## config.mk

```make
export PLATFORM = sky130hd
export DESIGN_NAME = rmii_rx_nibbler
export DESIGN_NICKNAME = d
export VERILOG_FILES = /design/src/rtl/hl_rmii_pkg.sv /design/src/rtl/rmii_sample_tick.sv /design/src/rtl/rmii_rx_nibbler.sv
export SDC_FILE = /design/constraint.sdc
export NUM_CORES = 1
export LEC_CHECK = 0
export ABC_AREA = 0
export CELL_PAD_IN_SITES_DETAIL_PLACEMENT = 1
export CELL_PAD_IN_SITES_GLOBAL_PLACEMENT = 2
export CORE_MARGIN = 1
export CORE_UTILIZATION = 38
export DETAILED_ROUTE_END_ITERATION = 7
export PLACE_DENSITY = 0.86
export SYNTH_ARGS = -nofsm -noshare
export SYNTH_HDL_FRONTEND = slang
export SYNTH_SLANG_ARGS = --single-unit
```

## constraint.sdc

```tcl
create_clock -name clk -period 3.35 [get_ports clk]
set_input_delay 0.335 -clock clk [delete_from_list [all_inputs] [get_ports clk]]
set_output_delay 0.335 -clock clk [all_outputs]
set_load 0.05 [all_outputs]
```

## src/rtl/hl_rmii_pkg.sv

```systemverilog
// Shared types and constants for the RMII receive path.
package hl_rmii_pkg;

   typedef enum logic [1:0] {
      ST_IDLE,
      ST_SYNC,
      ST_LO,
      ST_HI
   } rx_state_e;

   localparam logic [1:0] DIBIT_PRE       = 2'b01;
   localparam int         MAX_NIBBLES_DEF = 3072;
   localparam int         DIV10_DEF       = 10;

endpackage

```

## src/rtl/rmii_sample_tick.sv

```systemverilog
// Dibit sample strobe: every clk at 100 Mb/s, mid-dibit once per DIV10 clks at 10 Mb/s.
module rmii_sample_tick
   import hl_rmii_pkg::*;
#(
   parameter int DIV10 = DIV10_DEF
) (
   input  logic clk,
   input  logic resetn,
   input  logic speed_10,
   input  logic restart,
   output logic tick
);

   localparam int             CW   = (DIV10 > 1) ? $clog2(DIV10) : 1;
   localparam logic [CW-1:0]  LAST = CW'(DIV10 - 1);
   localparam logic [CW-1:0]  HALF = CW'(DIV10 / 2);

   logic [CW-1:0] cnt_q, cnt_d;

   always_comb begin
      cnt_d = cnt_q + CW'(1);
      if (restart || (cnt_q == LAST)) begin
         cnt_d = '0;
      end
   end

   always_ff @(posedge clk or negedge resetn) begin
      if (!resetn) begin
         cnt_q <= '0;
      end else begin
         cnt_q <= cnt_d;
      end
   end

   // The restart clk itself never samples, so the first dibit is not seen twice.
   assign tick = speed_10 ? ((cnt_q == HALF) && !restart) : 1'b1;

endmodule

```

## src/rtl/rmii_rx_nibbler.sv

```systemverilog
// RMII dibit to MII nibble converter with preamble sync, frame length and error flags.
//
//   state   | meaning
//   IDLE    | no frame; wait for crs_dv (or for crs_dv low after a forced end)
//   SYNC    | carrier up, hunting for the first preamble dibit
//   LO      | next tick is the low dibit of a nibble; crs_dv ignored
//   HI      | next tick is the high dibit; crs_dv low ends the frame
module rmii_rx_nibbler
   import hl_rmii_pkg::*;
#(
   parameter int MAX_NIBBLES = MAX_NIBBLES_DEF,
   parameter int DIV10       = DIV10_DEF
) (
   input  logic        clk,
   input  logic        resetn,
   input  logic [1:0]  rmii_rxd,
   input  logic        rmii_crs_dv,
   input  logic        speed_10,
   output logic [3:0]  mii_rxd,
   output logic        mii_rx_dv,
   output logic        nibble_stb,
   output logic        rx_er,
   output logic [11:0] frame_len
);

   localparam logic [11:0] MAX_CNT = 12'(MAX_NIBBLES);

   logic [1:0]  rst_sync_q;
   logic        rst_int_n;
   logic        tick;
   logic        restart;

   rx_state_e   state_q;
   logic [1:0]  low_q;
   logic [11:0] count_q;
   logic        blocked_q;
   logic        crs_prev_q;
   logic [3:0]  mii_rxd_q;
   logic        rx_dv_q;
   logic        stb_q;
   logic        rx_er_q;
   logic [11:0] frame_len_q;

   // Assert asynchronously, release two clks later so no tick precedes it.
   always_ff @(posedge clk or negedge resetn) begin
      if (!resetn) begin
         rst_sync_q <= 2'b00;
      end else begin
         rst_sync_q <= {rst_sync_q[0], 1'b1};
      end
   end

   assign rst_int_n = rst_sync_q[1];
   assign restart   = (state_q == ST_IDLE) && rmii_crs_dv && !crs_prev_q;

   rmii_sample_tick #(
      .DIV10    (DIV10)
   ) u_tick (
      .clk      (clk),
      .resetn   (rst_int_n),
      .speed_10 (speed_10),
      .restart  (restart),
      .tick     (tick)
   );

   always_ff @(posedge clk or negedge rst_int_n) begin
      if (!rst_int_n) begin
         state_q     <= ST_IDLE;
         low_q       <= 2'b00;
         count_q     <= '0;
         blocked_q   <= 1'b0;
         crs_prev_q  <= 1'b0;
         mii_rxd_q   <= 4'h0;
         rx_dv_q     <= 1'b0;
         stb_q       <= 1'b0;
         rx_er_q     <= 1'b0;
         frame_len_q <= '0;
      end else begin
         stb_q      <= 1'b0;
         rx_er_q    <= 1'b0;
         crs_prev_q <= rmii_crs_dv;
         if (tick) begin
            case (state_q)
               ST_IDLE: begin
                  if (blocked_q) begin
                     if (!rmii_crs_dv) blocked_q <= 1'b0;
                  end else if (rmii_crs_dv) begin
                     state_q <= ST_SYNC;
                  end
               end
               ST_SYNC: begin
                  if (!rmii_crs_dv) begin
                     state_q <= ST_IDLE;
                  end else if (rmii_rxd == DIBIT_PRE) begin
                     low_q   <= rmii_rxd;
                     state_q <= ST_HI;
                  end
               end
               ST_LO: begin
                  // Over-length is caught one tick after the limiting nibble went out.
                  if (count_q >= MAX_CNT) begin
                     rx_er_q     <= 1'b1;
                     rx_dv_q     <= 1'b0;
                     frame_len_q <= MAX_CNT;
                     count_q     <= '0;
                     blocked_q   <= 1'b1;
                     state_q     <= ST_IDLE;
                  end else begin
                     low_q   <= rmii_rxd;
                     state_q <= ST_HI;
                  end
               end
               ST_HI: begin
                  if (rmii_crs_dv) begin
                     mii_rxd_q <= {rmii_rxd, low_q};
                     stb_q     <= 1'b1;
                     rx_dv_q   <= 1'b1;
                     if (count_q != '1) count_q <= count_q + 12'd1;
                     state_q   <= ST_LO;
                  end else begin
                     rx_dv_q     <= 1'b0;
                     frame_len_q <= count_q;
                     rx_er_q     <= count_q[0];
                     count_q     <= '0;
                     state_q     <= ST_IDLE;
                  end
               end
               default: state_q <= ST_IDLE;
            endcase
         end
      end
   end

   assign mii_rxd    = mii_rxd_q;
   assign mii_rx_dv  = rx_dv_q;
   assign nibble_stb = stb_q;
   assign rx_er      = rx_er_q;
   assign frame_len  = frame_len_q;

endmodule

```

==> results of run 1 <==
-- final cells by class --
type / count / area share [%]
Clock buffer: 6 / 3.08
Clock inverter: 2 / 0.531
Inverter: 11 / 1.75
Multi-Input combinational cell: 120 / 34.6
Sequential cell: 43 / 45.6
Tap cell: 67 / 3.55
Timing Repair Buffer: 26 / 10.8
-- synth_stat cells (2+ instances only) --
master and instances:
dfrtp_1 43, nor2_1 12, o31ai_1 11, a22o_1 10, inv_1 10, nand2_1 10, a21oi_1 9, o21ai_0 9
buf_2 7, nand3_1 7, a31oi_1 5, mux2_2 5, clkbuf_1 4, and3_1 3, ha_1 3, a211o_1 2
and2_1 2, nand2b_1 2, nand4_1 2, nor3_1 2, nor4_1 2, o21ai_1 2, o31a_1 2
-- cell families after synthesis --
kind of cell	Yosys count	share of synthesized area, %
compound gates	61	21.9
simple gates	47	12.9
flops	43	54.2
buf+inv	22	4.60
mux	6	3.34
fa+ha+maj	3	1.89
xor+xnor	2	0.883
other cells	1	0.189
-- stage by stage --
stage	cells	hold WS, ps	util [%]	area [um^2]
floorplan	185	39.4	-	1980
detailed placement	267	333	46.6	2270
CTS	275	183	48.3	2360
global route	275	185	48.3	2360
finish	275	192	48.3	2360
global placement	267	320	46.6	2270
-- power by group --
group	switching, mW	internal [mW]
clock	0.182	0.146
sequential	0.102	0.622
combinational	0.292	0.184
total	0.575	0.951
-- state kept, by name (all words and copies together) (netlist names) --
name and cells:
state_q 2, low_q 2, rst_sync_q 2, nibble_stb 1
crs_prev_q 1, blocked_q 1, rx_er 1, u_tick.cnt_q 4
count_q 12, frame_len 12, mii_rxd 4, mii_rx_dv 1
-- placed cells by master, fill, tap and decap left out, types with 2 or more instances in the layout --
| cell type | synthesis | routed |
|---|---|---|
| nand3_1 | 7 | 7 |
| clkdlybuf4s50_1 | 0 | 24 |
| dfrtp_1 | 43 | 43 |
| inv_1 | 10 | 10 |
| and3_1 | 3 | 3 |
| nor4_1 | 2 | 2 |
| nand2b_1 | 2 | 2 |
| and2_1 | 2 | 2 |
| clkbuf_8 | 0 | 5 |
| o21ai_0 | 9 | 9 |
| o21ai_1 | 2 | 2 |
| a21oi_1 | 9 | 9 |
| nand2_1 | 10 | 10 |
| nor2_1 | 12 | 12 |
| o31a_1 | 2 | 2 |
| buf_4 | 0 | 2 |
| a22o_1 | 10 | 10 |
| a31oi_1 | 5 | 5 |
| o31ai_1 | 11 | 11 |
| nand4_1 | 2 | 2 |
| ha_1 | 3 | 3 |
| mux2_2 | 5 | 5 |
| nor3_1 | 2 | 2 |
| a211o_1 | 2 | 2 |
-- layer usage --
layer	part of all wire, %	vias up	GRT usage, %
met4	2.1	0	9.22
li1	-	723	-
met2	50	28	33.7
met5	0	-	0
met1	45	792	26.0
met3	2.7	9	3.79
-- worst min-delay path by stage --
| stage | slack, ps | end | start | depth (start not counted) |
|---|---|---|---|---|
| floorplan | 40 | rst_sync_q[0]$_DFF_PN0_ | resetn | 0 |
| global placement | 320 | mii_rx_dv$_DFFE_PN0P_ | rst_sync_q[1]$_DFF_PN0_ | 1 |
| detailed placement | 330 | count_q[6]$_DFFE_PN0P_ | rst_sync_q[1]$_DFF_PN0_ | 1 |
| CTS | 180 | rst_sync_q[0]$_DFF_PN0_ | resetn | 1 |
| global route | 180 | rst_sync_q[0]$_DFF_PN0_ | resetn | 1 |
| finish | 190 | rst_sync_q[0]$_DFF_PN0_ | resetn | 1 |
==> flow_summary_export.csv, run 1 <==
group,metric,value,unit
run_status,status,"finished, final reports clean",
detailed_routing,wl_per_cell,17.5,um
power,power_density,647,nW/um^2
timing,hold_viol_final,0,
timing,finClkSkew,4.69,ps
die,placementRows,25,
critical_path,critPathTopFamily,"compound AO/OA/AOI/OAI gates",
critical_path,critical_path.cell_chain,"clkdlybuf4s50_1 -> nand3_1 -> a21o_1 -> o41a_1 -> a31oi_1",
logic_synthesis,netlist_instances,185,
place,port_buffers,24,
finish,nFillCells,539,
power,ir_worst_vdd,375,uV
critical_path,r2r_start,"u_tick.cnt_q[1]$_DFF_PN0_",
critical_path,worstPathRequired,3570,ps
finish,regArea,1080,um^2
critical_path,cp-endpoint,"count_q[11]$_DFFE_PN0P_",
timing,slew_headroom,54.5,%
power,leakagePower,1.03,nW
critical_path,rr_worst_depth,6,
place,gp_congestion,0.900,
finish,areaGrowthSynthToFinish,18.9,%
flow_run,drv_cap,0,
critical_path,end_kind,"flip-flop",
critical_path,startpoint,"rmii_crs_dv",
die,initial_core_util,40.7,%
clocking,htree_levels,2,
clocking,cts_buffer_depth,2,
logic_synthesis,netlist_area,1980,um^2
die,die_w,74.3,um
logic_synthesis,synth_top_area_share,54.2,%
logic_synthesis,synth-edff-count,0,
detailed_routing,ant_nets,0,
die,fp.dieArea,5520,um^2
finish,multi_input_area,817,um^2
logic_synthesis,avgSynthCellArea,10.7,um^2
clocking,clk_pin_slew,80,ps
logic_synthesis,yosysWarnings,0,
timing,rsz0062_at_grt,"no",
detailed_routing,drtIter0Drc,88,
die,io_pins,25,
detailed_routing,routed_wl,4.80,mm
global_routing,grt_remaining_overflow,0,
logic_synthesis,postSynth.asyncResetShare,100,%
timing,min_period,2220,ps
min_path,hold_path_class,"input pin to async pin",
critical_path,cp_num_cells,5,
logic_synthesis,syn-num-nets,194,
logic_synthesis,synth_ff_type,"dfrtp_1",
critical_path,r2r_end,"frame_len[6]$_DFFE_PN0P_",
timing,timing.fmax,0.450,GHz
clocking,cts.sinks,43,
detailed_routing,drc,0,
clocking,clock_latency,300,ps
critical_path,slowest_delay,660,ps
power,p_total,1.53,mW
finish,diodes,0,
timing,fin_crit_sh,66.3,%
timing,final_max_slew_viol_count,0,
detailed_routing,avgViaCountPerCell,5.64,
logic_synthesis,synthDistinctLibCells,44,
timing,worstMarginPinSlew,680,ps
critical_path,crit_path_max_fanout,13,
global_routing,grt_pass1_vias,1625,
global_routing,grt_max_degree,42,
logic_synthesis,ys_ff_latch,43,
logic_synthesis,synth_seq_area_share,54.2,%
clocking,hold_buffers,0,
clocking,clockRootBuffer,"clkbuf_8",
clocking,post_cts_buffers,0,
critical_path,critical_path_class,"input pin to flip-flop",
logic_synthesis,synth_area_leader_cell,"dfrtp_1",
global_routing,grt_first_pass_wirelength,8.34,mm
place,pre_cts_slack,828,ps
critical_path,worstPathArrival,2440,ps
logic_synthesis,synth_area_leaders,"dfrtp_1 54%, a22o_1 4.4%, o31ai_1 4.2%",
detailed_routing,via_count,1552,
global_routing,antenna_found_initial,0,
clocking,cts_buffers,5,
global_routing,track_usage,20.4,%
die,core,4880,um^2
detailed_routing,drt_first_pass_iters,4,
critical_path,critPathBufInv,1,
critical_path,regToRegSetupSlack,1280,ps
place,dp_hpwl,3.43,mm
timing,worst_slack,1130,ps
die,fp.dieH,74.3,um
critical_path,slowest_stage,"clkdlybuf4s50_1",
critical_path,startpoint_type,"input pin",
finish,layout-drive-gt1-share,9.13,%
finish,nNetsFinal,216,
timing,setup_viol,0,
timing,setup-tns-final,0,ps
clocking,cts_resized,0,
clocking,cts_tree,"done",
(Power assumes the default switching activity.)
==> inputs of run 2 (changes only) <==
--- a/config.mk
+++ b/config.mk
@@ -9,9 +9,9 @@
 export CELL_PAD_IN_SITES_DETAIL_PLACEMENT = 1
 export CELL_PAD_IN_SITES_GLOBAL_PLACEMENT = 2
 export CORE_MARGIN = 1
-export CORE_UTILIZATION = 38
+export CORE_UTILIZATION = 35
 export DETAILED_ROUTE_END_ITERATION = 7
-export PLACE_DENSITY = 0.86
+export PLACE_DENSITY = 0.8
 export SYNTH_ARGS = -nofsm -noshare
 export SYNTH_HDL_FRONTEND = slang
 export SYNTH_SLANG_ARGS = --single-unit
==> constraint.sdc (replaced) <==
create_clock -name clk -period 2.26 [get_ports clk]
set_input_delay 0.226 -clock clk [delete_from_list [all_inputs] [get_ports clk]]
set_output_delay 0.226 -clock clk [all_outputs]
set_load 0.05 [all_outputs]
==> flow_summary_export.csv, run 2 (synthesized netlist as in run 1, its figures left out) <==
group,metric,value,unit
detailed_routing,routed_wl,4.94,mm
global_routing,grt_max_degree,42,
place,dp_cells,277,
finish,layout.cells.most_common,"dfrtp_1",
power,ir_worst_vdd,507,uV
timing,finClkSkew,8.09,ps
timing,timing.fmax,0.501,GHz
die,placementRows,27,
power,power_density,952,nW/um^2
finish,design_area,2400,um^2
timing,min_period,1990,ps
clocking,cts_buffer_depth,2,
detailed_routing,wl_per_cell,17.4,um
timing,fin_crit_sh,88.2,%
die,initial_core_util,36.3,%
global_routing,antenna_found_initial,0,
clocking,cts_resized,0,
finish,layout-drive-gt1-share,11.3,%
place,gp_congestion,0.814,
clocking,cts_tree,"done",
critical_path,critical_path_class,"flip-flop to flip-flop",
critical_path,end_kind,"flip-flop",
timing,rsz0062_at_grt,"no",
clocking,clockRootBuffer,"clkbuf_8",
die,die_w,77.3,um
finish,nFillCells,624,
clocking,post_cts_buffers,0,
critical_path,crit_path_max_fanout,10,
die,core,5470,um^2
min_path,hold_path_class,"input pin to async pin",
flow_run,drv_cap,0,
timing,hold_slack,86.5,ps
timing,worstMarginPinSlew,532,ps
finish,nNetsFinal,221,
critical_path,worstPathRequired,2450,ps
detailed_routing,drc,0,
die,fp.dieArea,5970,um^2
place,placed_area,2320,um^2
global_routing,grt_first_pass_wirelength,8.49,mm
clocking,cts_buffers,5,
timing,setup_viol,0,
finish,fin_cells,284,
clocking,htree_levels,2,
timing,slew_headroom,64.5,%
clocking,cts.sinks,43,
clocking,clock_latency,300,ps
detailed_routing,via_count,1566,
detailed_routing,avgViaCountPerCell,5.51,
die,io_pins,25,
timing,setup-tns-final,0,ps
detailed_routing,drt_first_pass_iters,3,
die,fp.dieH,77.3,um
clocking,clk_pin_slew,80,ps
finish,areaGrowthSynthToFinish,21.2,%
finish,diodes,0,
detailed_routing,ant_nets,0,
run_status,status,"finished, final reports clean",
finish,final_cell_mix,"43 x dfrtp_1, 24 x clkdlybuf4s50_1, 12 x nor2_1",
power,leakagePower,1.06,nW
place,dp_hpwl,3.56,mm
global_routing,track_usage,18.3,%
timing,final_max_slew_viol_count,0,
critical_path,worstPathArrival,2190,ps
critical_path,startpoint_type,"flip-flop",
timing,hold_viol_final,0,
global_routing,grt_remaining_overflow,0,
detailed_routing,drtIter0Drc,58,
finish,fin_util,43.9,%
place,port_buffers,24,
global_routing,grt_pass1_vias,1700,
clocking,hold_buffers,0,
==> run 2: changes by cell type in the layout (fill, tap and decap cells not counted) <==
cell        delta
buf_4          +5
clkbuf_1       -1
clkbuf_8       +1
clkinvlp_4     -1
==> run 2: where the power goes <==
part           internal (mW)  switching [mW]
sequential             0.922           0.157
combinational          0.278           0.433
clock                  0.240           0.259
==> run 2: critical path: stages, from the launching register on <==
cell      delay [ps]
dfrtp_1          400
inv_1             70
ha_1             210
nand3b_4         130
a211o_1          450
nand2b_1         360
a22o_1           270
==> run 2: area by class of cell <==
class	instances	area [um^2]	area share [%]
Sequential cell	43	1080	44.7
Multi-Input combinational cell	120	817	34.0
Timing Repair Buffer	31	293	12.2
Tap cell	72	90.1	3.75
Clock buffer	6	82.6	3.43
Inverter	11	41.3	1.72
Clock inverter	1	5.00	0.208
==> run 2: stage by stage <==
stage	total power, mW	worst slack (ps)
floorplan	1.55	541
global placement	1.78	304
detailed placement	1.82	234
CTS	2.32	240
global route	2.42	111
finish	2.29	266
==> run 2: layer usage <==
layer	global-route usage [%]	vias up	wire length, um
li1	-	740	-
met1	22.9	797	2260
met2	31.4	23	2510
met3	3.69	6	105
met4	6.23	0	58
met5	0	-	0
==> run 2: final timing paths <==
path	startpoint	endpoint	slack [ps]	cells after the start
max	u_tick.cnt_q[1]$_DFF_PN0_	frame_len[9]$_DFFE_PN0P_	270	6
min	resetn	rst_sync_q[0]$_DFF_PN0_	90	1
max reg2reg	u_tick.cnt_q[1]$_DFF_PN0_	frame_len[9]$_DFFE_PN0P_	270	6
min reg2reg	rst_sync_q[1]$_DFF_PN0_	count_q[8]$_DFFE_PN0P_	320	1
max in group asynchronous	rst_sync_q[1]$_DFF_PN0_	frame_len[11]$_DFFE_PN0P_	1580	1
min in group clk	rst_sync_q[0]$_DFF_PN0_	rst_sync_q[1]$_DFF_PN0_	370	0
